`config.mk`:
```
export PLATFORM = sky130hd
export DESIGN_NAME = seqdet_101_word_ctrl
export DESIGN_NICKNAME = d
export VERILOG_FILES = /design/src/rtl/seqdet_101_word_ctrl.sv
export SDC_FILE = /design/constraint.sdc
export NUM_CORES = 1
export LEC_CHECK = 0
export ABC_AREA = 1
export CAP_MARGIN = 20
export CORE_MARGIN = 2
export CORE_UTILIZATION = 51
export DETAILED_ROUTE_END_ITERATION = 10
export HOLD_SLACK_MARGIN = 0.15
export PLACE_DENSITY = 0.78
export SETUP_SLACK_MARGIN = 0.05
export SLEW_MARGIN = 20
export SYNTH_ARGS = -nofsm -noshare
export SYNTH_HDL_FRONTEND = slang
export SYNTH_SLANG_ARGS = --single-unit
```
`constraint.sdc`:
```
create_clock -name clk -period 1.7 [get_ports clk]
set_clock_uncertainty 0.2 [all_clocks]
set_input_delay 0.255 -clock clk [delete_from_list [all_inputs] [get_ports clk]]
set_output_delay 0.255 -clock clk [all_outputs]
set_load 0.05 [all_outputs]
```
`src/rtl/seqdet_101_word_ctrl.sv`:
```
// Word-level controller for a 1-0-1 Moore detector: serialises words MSB-first, counts hits per word.
// Optional total-hit interrupt enabled by defining SEQDET_IRQ_EN.
module seqdet_101_word_ctrl #(
   parameter int W      = 8,
   parameter int TOT_W  = 16,
   parameter int THRESH = 4,
   localparam int CW    = $clog2(W + 1)
) (
   input  logic          clk,
   input  logic          rst,
   input  logic          in_valid,
   output logic          in_ready,
   input  logic [W-1:0]  in_data,
   output logic          det_x,
   output logic          det_rst_n,
   input  logic          det_y,
   output logic          out_valid,
   input  logic          out_ready,
   output logic [CW-1:0] out_count,
   input  logic          irq_clr,
   output logic          irq
);

   localparam int BCW = $clog2(W);
   localparam logic [BCW-1:0] BC_FIRST = BCW'(W - 1);

   typedef enum logic [1:0] {IDLE, SHIFT, DRAIN, RESP} state_t;

   state_t          state_q, state_d;
   logic [W-1:0]    sreg_q, sreg_d;
   logic [BCW-1:0]  bit_cnt_q, bit_cnt_d;
   logic [CW-1:0]   hit_cnt_q, hit_cnt_d;
   logic [CW-1:0]   out_count_q, out_count_d;
   logic            det_x_q, det_x_d;
   logic            det_rst_n_q, det_rst_n_d;
   logic            in_ready_q, in_ready_d;
   logic            out_valid_q, out_valid_d;
   logic [CW-1:0]   final_cnt;

   always_ff @(posedge clk or negedge rst) begin
      if (!rst) begin
         state_q     <= IDLE;
         sreg_q      <= '0;
         bit_cnt_q   <= '0;
         hit_cnt_q   <= '0;
         out_count_q <= '0;
         det_x_q     <= 1'b0;
         det_rst_n_q <= 1'b0;
         in_ready_q  <= 1'b1;
         out_valid_q <= 1'b0;
      end else begin
         state_q     <= state_d;
         sreg_q      <= sreg_d;
         bit_cnt_q   <= bit_cnt_d;
         hit_cnt_q   <= hit_cnt_d;
         out_count_q <= out_count_d;
         det_x_q     <= det_x_d;
         det_rst_n_q <= det_rst_n_d;
         in_ready_q  <= in_ready_d;
         out_valid_q <= out_valid_d;
      end
   end

   // det_x is registered, so the next bit is taken from sreg one cycle ahead of its use.
   always_comb begin
      state_d     = state_q;
      sreg_d      = sreg_q;
      bit_cnt_d   = bit_cnt_q;
      hit_cnt_d   = hit_cnt_q;
      out_count_d = out_count_q;
      det_x_d     = 1'b0;
      det_rst_n_d = 1'b0;
      in_ready_d  = 1'b0;
      out_valid_d = 1'b0;
      final_cnt   = hit_cnt_q + {{(CW-1){1'b0}}, det_y};
      case (state_q)
         IDLE: begin
            in_ready_d = 1'b1;
            if (in_valid && in_ready_q) begin
               sreg_d      = {in_data[W-2:0], 1'b0};
               det_x_d     = in_data[W-1];
               det_rst_n_d = 1'b1;
               bit_cnt_d   = BC_FIRST;
               hit_cnt_d   = '0;
               in_ready_d  = 1'b0;
               state_d     = SHIFT;
            end
         end
         SHIFT: begin
            det_rst_n_d = 1'b1;
            // det_y in the first shift cycle still shows the detector's reset state.
            if (bit_cnt_q != BC_FIRST) hit_cnt_d = final_cnt;
            if (bit_cnt_q == '0) begin
               state_d = DRAIN;
            end else begin
               det_x_d   = sreg_q[W-1];
               sreg_d    = {sreg_q[W-2:0], 1'b0};
               bit_cnt_d = bit_cnt_q - 1'b1;
            end
         end
         DRAIN: begin
            hit_cnt_d   = final_cnt;
            out_count_d = final_cnt;
            out_valid_d = 1'b1;
            state_d     = RESP;
         end
         RESP: begin
            if (out_ready) begin
               in_ready_d = 1'b1;
               state_d    = IDLE;
            end else begin
               out_valid_d = 1'b1;
            end
         end
         default: state_d = IDLE;
      endcase
   end

   assign in_ready  = in_ready_q;
   assign out_valid = out_valid_q;
   assign out_count = out_count_q;
   assign det_x     = det_x_q;
   assign det_rst_n = det_rst_n_q;

`ifdef SEQDET_IRQ_EN
   localparam logic [TOT_W-1:0] THRESH_V = TOT_W'(THRESH);

   logic [TOT_W-1:0] tot_q, tot_d;
   logic             irq_q, irq_d;
   logic [TOT_W:0]   tot_sum;

   always_ff @(posedge clk or negedge rst) begin
      if (!rst) begin
         tot_q <= '0;
         irq_q <= 1'b0;
      end else begin
         tot_q <= tot_d;
         irq_q <= irq_d;
      end
   end

   // Saturating accumulate at DRAIN; a clear in the same cycle takes priority.
   always_comb begin
      tot_d   = tot_q;
      irq_d   = irq_q;
      tot_sum = '0;
      if (state_q == DRAIN) begin
         tot_sum = {1'b0, tot_q} + (TOT_W+1)'(final_cnt);
         tot_d   = tot_sum[TOT_W] ? '1 : tot_sum[TOT_W-1:0];
      end
      if (tot_d >= THRESH_V) irq_d = 1'b1;
      if (irq_clr) begin
         tot_d = '0;
         irq_d = 1'b0;
      end
   end

   assign irq = irq_q;
`else
   logic unused_irq_clr;
   assign unused_irq_clr = irq_clr;
   assign irq            = 1'b0;
`endif

endmodule

```
==> results of run 1 <==
## per-layer routing
metal | global-route usage | up-vias | share of wire
li1 | - | 543 | -
met1 | 0.253 | 509 | 0.42
met2 | 0.349 | 34 | 0.51
met3 | 0.0246 | 8 | 0.046
met4 | 0.0750 | 0 | 0.023
met5 | 0 | - | 0
## worst register-to-register path, stage by stage, from the launching register on
cell     delay [ns]
dfrtp_1        0.44
buf_4          0.16
ha_4           0.19
inv_4          0.08
buf_4          0.18
nand2_1        0.08
nand2_1        0.07
nand2_1        0.07
o21ai_1        0.09
## metrics by stage
step	power [mW]	TNS, ns
floorplan	2.33	0
global placement	2.75	-0.0155
detailed placement	2.85	-0.0394
CTS	3.24	0
global route	3.63	0
finish	3.38	0
## cells in the mapped netlist
library cell,n,share of area
nand4_1,1,0.0048
inv_2,4,0.012
nor2_8,1,0.015
xnor2_1,1,0.0068
nand3_1,8,0.031
conb_1,1,0.0029
buf_2,1,0.0039
buf_8,1,0.012
nand2_2,4,0.019
ha_1,9,0.087
buf_6,1,0.0087
nand3_2,1,0.0077
nor2_1,6,0.017
a21oi_1,2,0.0077
inv_4,1,0.0048
dfstp_2,1,0.020
dfrtp_1,23,0.44
o21ai_2,3,0.020
nand2_4,2,0.017
xor2_1,1,0.0068
o21ai_1,9,0.035
nand2_1,50,0.14
o21ai_0,5,0.019
inv_1,13,0.038
a31oi_1,1,0.0048
buf_4,1,0.0058
o22ai_1,1,0.0048
## cell families (layout without fill, tap and decap cells)
kind of cell	count (synthesis)	count (layout)	share of synthesized area
buffers and inverters	22	50	0.0839
AO/OA/AOI/OAI	21	21	0.0916
flip-flops	24	24	0.464
XOR/XNOR	2	2	0.0135
adder cells (fa/ha/maj)	9	9	0.0868
AND/OR/NAND/NOR	73	74	0.257
other	1	1	0.00289
## layout make-up
type,count,area [um2],area share
inverter,18,70.1,0.0415
multi-input combinational,107,636,0.377
sequential,24,602,0.357
clock buffer,4,36.3,0.0215
tap,30,37.5,0.0223
timing repair buffer,28,305,0.181
## final timing paths
path / end / slack, ns / cells after the start
max: sreg_q[4]$_DFFE_PN0P_ / 0.09 / 8
min: in_ready$_DFF_PN1_ / 0.27 / 3
max reg2reg: sreg_q[4]$_DFFE_PN0P_ / 0.09 / 8
min reg2reg: sreg_q[3]$_DFFE_PN0P_ / 0.31 / 2
max in group asynchronous: in_ready$_DFF_PN1_ / 0.38 / 3
min in group asynchronous: state_q[1]$_DFFE_PN0P_ / 0.63 / 3
## sequential cells by signal, summed over array words and instances (netlist names)
name and count:
bit_cnt_q 3, det_rst_n 1, det_x 1, hit_cnt_q 4, in_ready 1, out_count 4
out_valid 1, sreg_q 7, state_q 2
## power by group
group / internal (mW) / switching (mW)
sequential: 0.808 / 0.145
clock: 0.131 / 0.165
combinational: 0.842 / 1.29
## what timing repair did
action                                  4_1_cts  5_1_grt
hold buffers                                  1        0
cloned                                        1        0
endpoints found under the setup margin        9       16
hold endpoints to repair                     23        0
gates resized for setup                       1        7
setup buffers                                 1        1
pin swaps                                     1        0
==> summary.md, run 1 <==
| Metric | Value |
|---|---|
| Status | finished clean |
| Post-route cell area | 0.00169 mm2 |
| Fill cell count | 191 |
| Nets@finish | 205 |
| Hold_ws | 0.275 ns |
| Vias in the first global route | 962 |
| Worst slack, placed | -0.0394 ns |
| Tot GR Track Use | 0.201 |
| Worst skew pair latency | 0.31 ns |
| Num ports | 23 |
| Worst Setup Start Kind | register |
| H-tree lvl count | 1 |
| Area grow syn2layout | 30.0% |
| Clock tree buffer depth | 2 |
| Crit path buffers/inverters | 3 |
| Sink Count | 24 |
| Initial Util | 0.529 |
| Syn. warnings | 0 |
| Final core occ | 0.687 |
| Crit path top cell by count | nand2_1 |
| Clock Root Buffer | clkbuf_4 |
| Largest fanout on the critical path | 12 |
| HP Start | out_ready |
| Placed Cells | 203 |
| Max VDD drop | 0.00138 V |
| PnR worst setup slack | 0.0914 ns |
| Worst path max stage delay | 0.44 ns |
| Drt pass-1 iters | 4 |
| DRC | 0 |
| CTS tree | done |
| Most frequent cells in the layout | 50 x nand2_1, 23 x dfrtp_1, 12 x inv_1, 12 x clkdlybuf4s50_1, 10 x buf_4 |
| CP Cell Sequence | buf_4 > ha_4 > inv_4 > buf_4 > nand2_1 > nand2_1 > nand2_1 > o21ai_1 |
| Crit path arrival time | 1.65 ns |
| Congestion Overflow GR | 0 |
| Core box area | 0.00245 mm2 |
| Pins over their slew limit | 0 |
| Fin cells | 211 |
| Via Count | 1094 |
| Final hold vios | 0 |
| Crit path required time | 1.75 ns |
| Largest net degree at the start of global routing | 25 |
| Wire per inst | 13.2 um |
| Crit Path Class | register to register |
| CP endpoint kind | register |
| PwrDens | 2000 mW/mm2 |
| Site Rows | 18 |
| Yosys reg bits | 24 |
| First-pass GRT wire length | 4160 um |
| Cells after synthesis | 152 |
| Layout cells sized above 1 | 0.232 |
| Dpl cell area | 0.00158 mm2 |
| DIE AREA | 0.00296 mm2 |
| Hold Crit Class | input pin to register |
| CP delay by family, top | flip-flops |
| Post-Syn Nets | 175 |
| Worst setup path start | state_q[0]$_DFFE_PN0P_ |
| DRT Wirelength | 2790 um |
| Achievable Freq | 0.622 GHz |
| Initial DRC Count | 16 |
| Antenna cells | 0 |
| Post-route ant nets | 0 |
| Most common cell after layout, fill and taps aside | nand2_1 |
| Final Wtd Congestion | 0.792 |
| Crit share post-route | 0.946 |
| Max-cap violations | 0 |
| P_leak | 0.845 nW |
| Mean post-synth cell area | 8.54 um2 |
| Post-synthesis sequential area ratio | 0.464 |
| Clock-pin slew on the worst setup and hold paths | 0.13 ns |
| Slowest CP cell | dfrtp_1 |
| Chip height | 54.4 um |
| Unique masters post-synth | 27 |
| Detailed placement HPWL | 1860 um |
| Port Buffers | 20 |
| Min Tclk post-route | 1.61 ns |
| Setup violators final | 0 |
| Synthesized area | 0.00130 mm2 |
| Vias per cell | 5.18 |
| Reg2reg start | state_q[0]$_DFFE_PN0P_ |
| RSZ-0062 raised after global routing | yes |
| CTS buffer count | 3 |
| Initial antenna violation count | 0 |
| Chip width | 54.4 um |
No activity file was read; power rests on OpenSTA's default activity.
==> inputs of run 2 (changes only) <==
--- a/config.mk
+++ b/config.mk
@@ -17,3 +17,4 @@
 export SYNTH_ARGS = -nofsm -noshare
 export SYNTH_HDL_FRONTEND = slang
 export SYNTH_SLANG_ARGS = --single-unit
+export TNS_END_PERCENT = 30
==> results of run 2 <==
Final layout, timing and power as in run 1 (identical DEF).
==> inputs of run 3 (changes only) <==
--- a/config.mk
+++ b/config.mk
@@ -10,6 +10,7 @@
 export CORE_MARGIN = 2
 export CORE_UTILIZATION = 51
 export DETAILED_ROUTE_END_ITERATION = 10
+export GPL_TIMING_DRIVEN = 0
 export HOLD_SLACK_MARGIN = 0.15
 export PLACE_DENSITY = 0.78
 export SETUP_SLACK_MARGIN = 0.05
@@ -17,4 +18,4 @@
 export SYNTH_ARGS = -nofsm -noshare
 export SYNTH_HDL_FRONTEND = slang
 export SYNTH_SLANG_ARGS = --single-unit
-export TNS_END_PERCENT = 30
+export TNS_END_PERCENT = 100
==> summary.md, run 3 (synthesized netlist as in run 1, its figures left out) <==
| Metric | Value |
|---|---|
| Reg2Reg Setup Slack | 0.08 ns |
| Crit Path Class | register to register |
| Area grow syn2layout | 29.5% |
| Congestion Overflow GR | 0 |
| Chip width | 54.4 um |
| Wire per inst | 12.7 um |
| Most flop-heavy register | sreg_q |
| Pins over their slew limit | 0 |
| Clock Root Buffer | clkbuf_4 |
| Crit path required time | 1.75 ns |
| Clk pwr share | 0.075 |
| Tot GR Track Use | 0.208 |
| Final hold vios | 0 |
| Clock tree buffer depth | 2 |
| Port Buffers | 20 |
| Hold Crit Class | input pin to asynchronous set/reset pin |
| Site Rows | 18 |
| Setup violators final | 0 |
| DIE AREA | 0.00296 mm2 |
| RSZ-0062 raised after global routing | yes |
| Worst-margin pin slew | 0.536 ns |
| CTS buffer count | 3 |
| Vias in the first global route | 1001 |
| Clock-pin slew on the worst setup and hold paths | 0.13 ns |
| Via Count | 1088 |
| Nets@finish | 207 |
| Num ports | 23 |
| Drt pass-1 iters | 4 |
| Worst Setup Start Kind | register |
| P_leak | 0.848 nW |
| Most common cell after layout, fill and taps aside | nand2_1 |
| Tot Pwr | 3.47 mW |
| Largest fanout on the critical path | 5 |
| Chip height | 54.4 um |
| PwrDens | 2060 mW/mm2 |
| Min Tclk post-route | 1.62 ns |
| Combinational power share | 0.655 |
| Largest net degree at the start of global routing | 25 |
| DRT Wirelength | 2710 um |
| Final Wtd Congestion | 0.768 |
| CP endpoint kind | register |
| Hold_ws | 0.237 ns |
| Detailed placement HPWL | 1780 um |
| Crit share post-route | 0.951 |
| Max FFs per register | 7 |
| Post-route ant nets | 0 |
| Crit path arrival time | 1.67 ns |
| CTS tree | done |
| Most frequent cells in the layout | 46 x nand2_1, 23 x dfrtp_1, 11 x inv_1, 11 x clkdlybuf4s50_1, 9 x o21ai_1 |
| Sink Count | 24 |
| Cell-internal power | 1.79 mW |
| Status | finished clean |
| Flop pwr share | 0.271 |
| Initial antenna violation count | 0 |
| First-pass GRT wire length | 4350 um |
| Vias per cell | 5.11 |
| Max-cap violations | 0 |
| Achievable Freq | 0.618 GHz |
| Layout cells sized above 1 | 0.290 |
| DRC | 0 |
| Max VDD drop | 0.00127 V |
| Antenna cells | 0 |
| Core box area | 0.00245 mm2 |
| Switching Power | 1.68 mW |
| Rel. slew slack | 0.642 |
| Sw Ratio | 0.484 |
| Initial DRC Count | 20 |
| Worst skew pair latency | 0.31 ns |
| Initial Util | 0.529 |
| H-tree lvl count | 1 |
==> run 3: cell type report <==
cell class                      count  area [um2]
Timing Repair Buffer               28         245
Tap cell                           30        37.5
Sequential cell                    24         602
Buffer                              3        30.0
Inverter                           18        75.1
Multi-Input combinational cell    106         664
Clock buffer                        4        26.3
Fill cell                         202         774
==> run 3: through the flow <==
| stage | TNS, ns | util | instances | cell area [um2] | worst slack (ns) |
|---|---|---|---|---|---|
| floorplan | 0 | - | 152 | 1300 | 0.102 |
| global placement | -1.58 | 0.625 | 202 | 1540 | -0.0687 |
| detailed placement | -1.76 | 0.625 | 202 | 1540 | -0.0790 |
| CTS | 0 | 0.680 | 213 | 1670 | 0.0539 |
| global route | 0 | 0.685 | 213 | 1680 | 0.0131 |
| finish | 0 | 0.685 | 213 | 1680 | 0.0829 |
==> run 3: final timing paths <==
check	startpoint	to	cells past startpoint
worst max register to register	state_q[1]$_DFFE_PN0P_	sreg_q[4]$_DFFE_PN0P_	10
worst max-delay path	state_q[1]$_DFFE_PN0P_	sreg_q[4]$_DFFE_PN0P_	10
worst min-delay path	rst	state_q[0]$_DFFE_PN0P_	2
max in group asynchronous	rst	in_ready$_DFF_PN1_	2
worst min register to register	out_count[0]$_DFFE_PN0P_	out_count[0]$_DFFE_PN0P_	2
min in group clk	out_ready	in_ready$_DFF_PN1_	3
==> run 3: per-layer routing <==
layer,vias to the layer above,track usage,wire length (um)
met5,-,0,0
met4,0,0.100,38
met3,4,0.0191,132
met2,34,0.345,1380
met1,508,0.273,1160
li1,542,-,-
==> run 3: critical path: stages (launching register included) <==
cell	delay (ns)
dfrtp_1	0.42
inv_2	0.11
ha_4	0.15
buf_8	0.13
inv_8	0.04
nand2_4	0.06
nand2_4	0.06
nor2_8	0.13
buf_6	0.13
nand2_1	0.07
o21ai_2	0.06
==> run 3: what timing repair did <==
action | CTS | global route
hold buffers | 0 | 1
setup buffers | 6 | 0
endpoints found under the hold margin | 0 | 24
setup endpoints to repair | 17 | 18
gates resized for setup | 28 | 26
pin swaps | 3 | 3
gates cloned | 1 | 0
==> run 3: power groups by stage <==
stage / Sequential (mW) / Clock [mW] / Combinational (mW)
2_1_floorplan: 1.17 / 0 / 1.16
3_3_place_gp: 0.926 / 0 / 1.77
3_5_place_dp: 0.942 / 0 / 1.82
4_1_cts: 0.927 / 0.265 / 2.19
5_1_grt: 0.963 / 0.295 / 2.47
6_report: 0.938 / 0.258 / 2.27
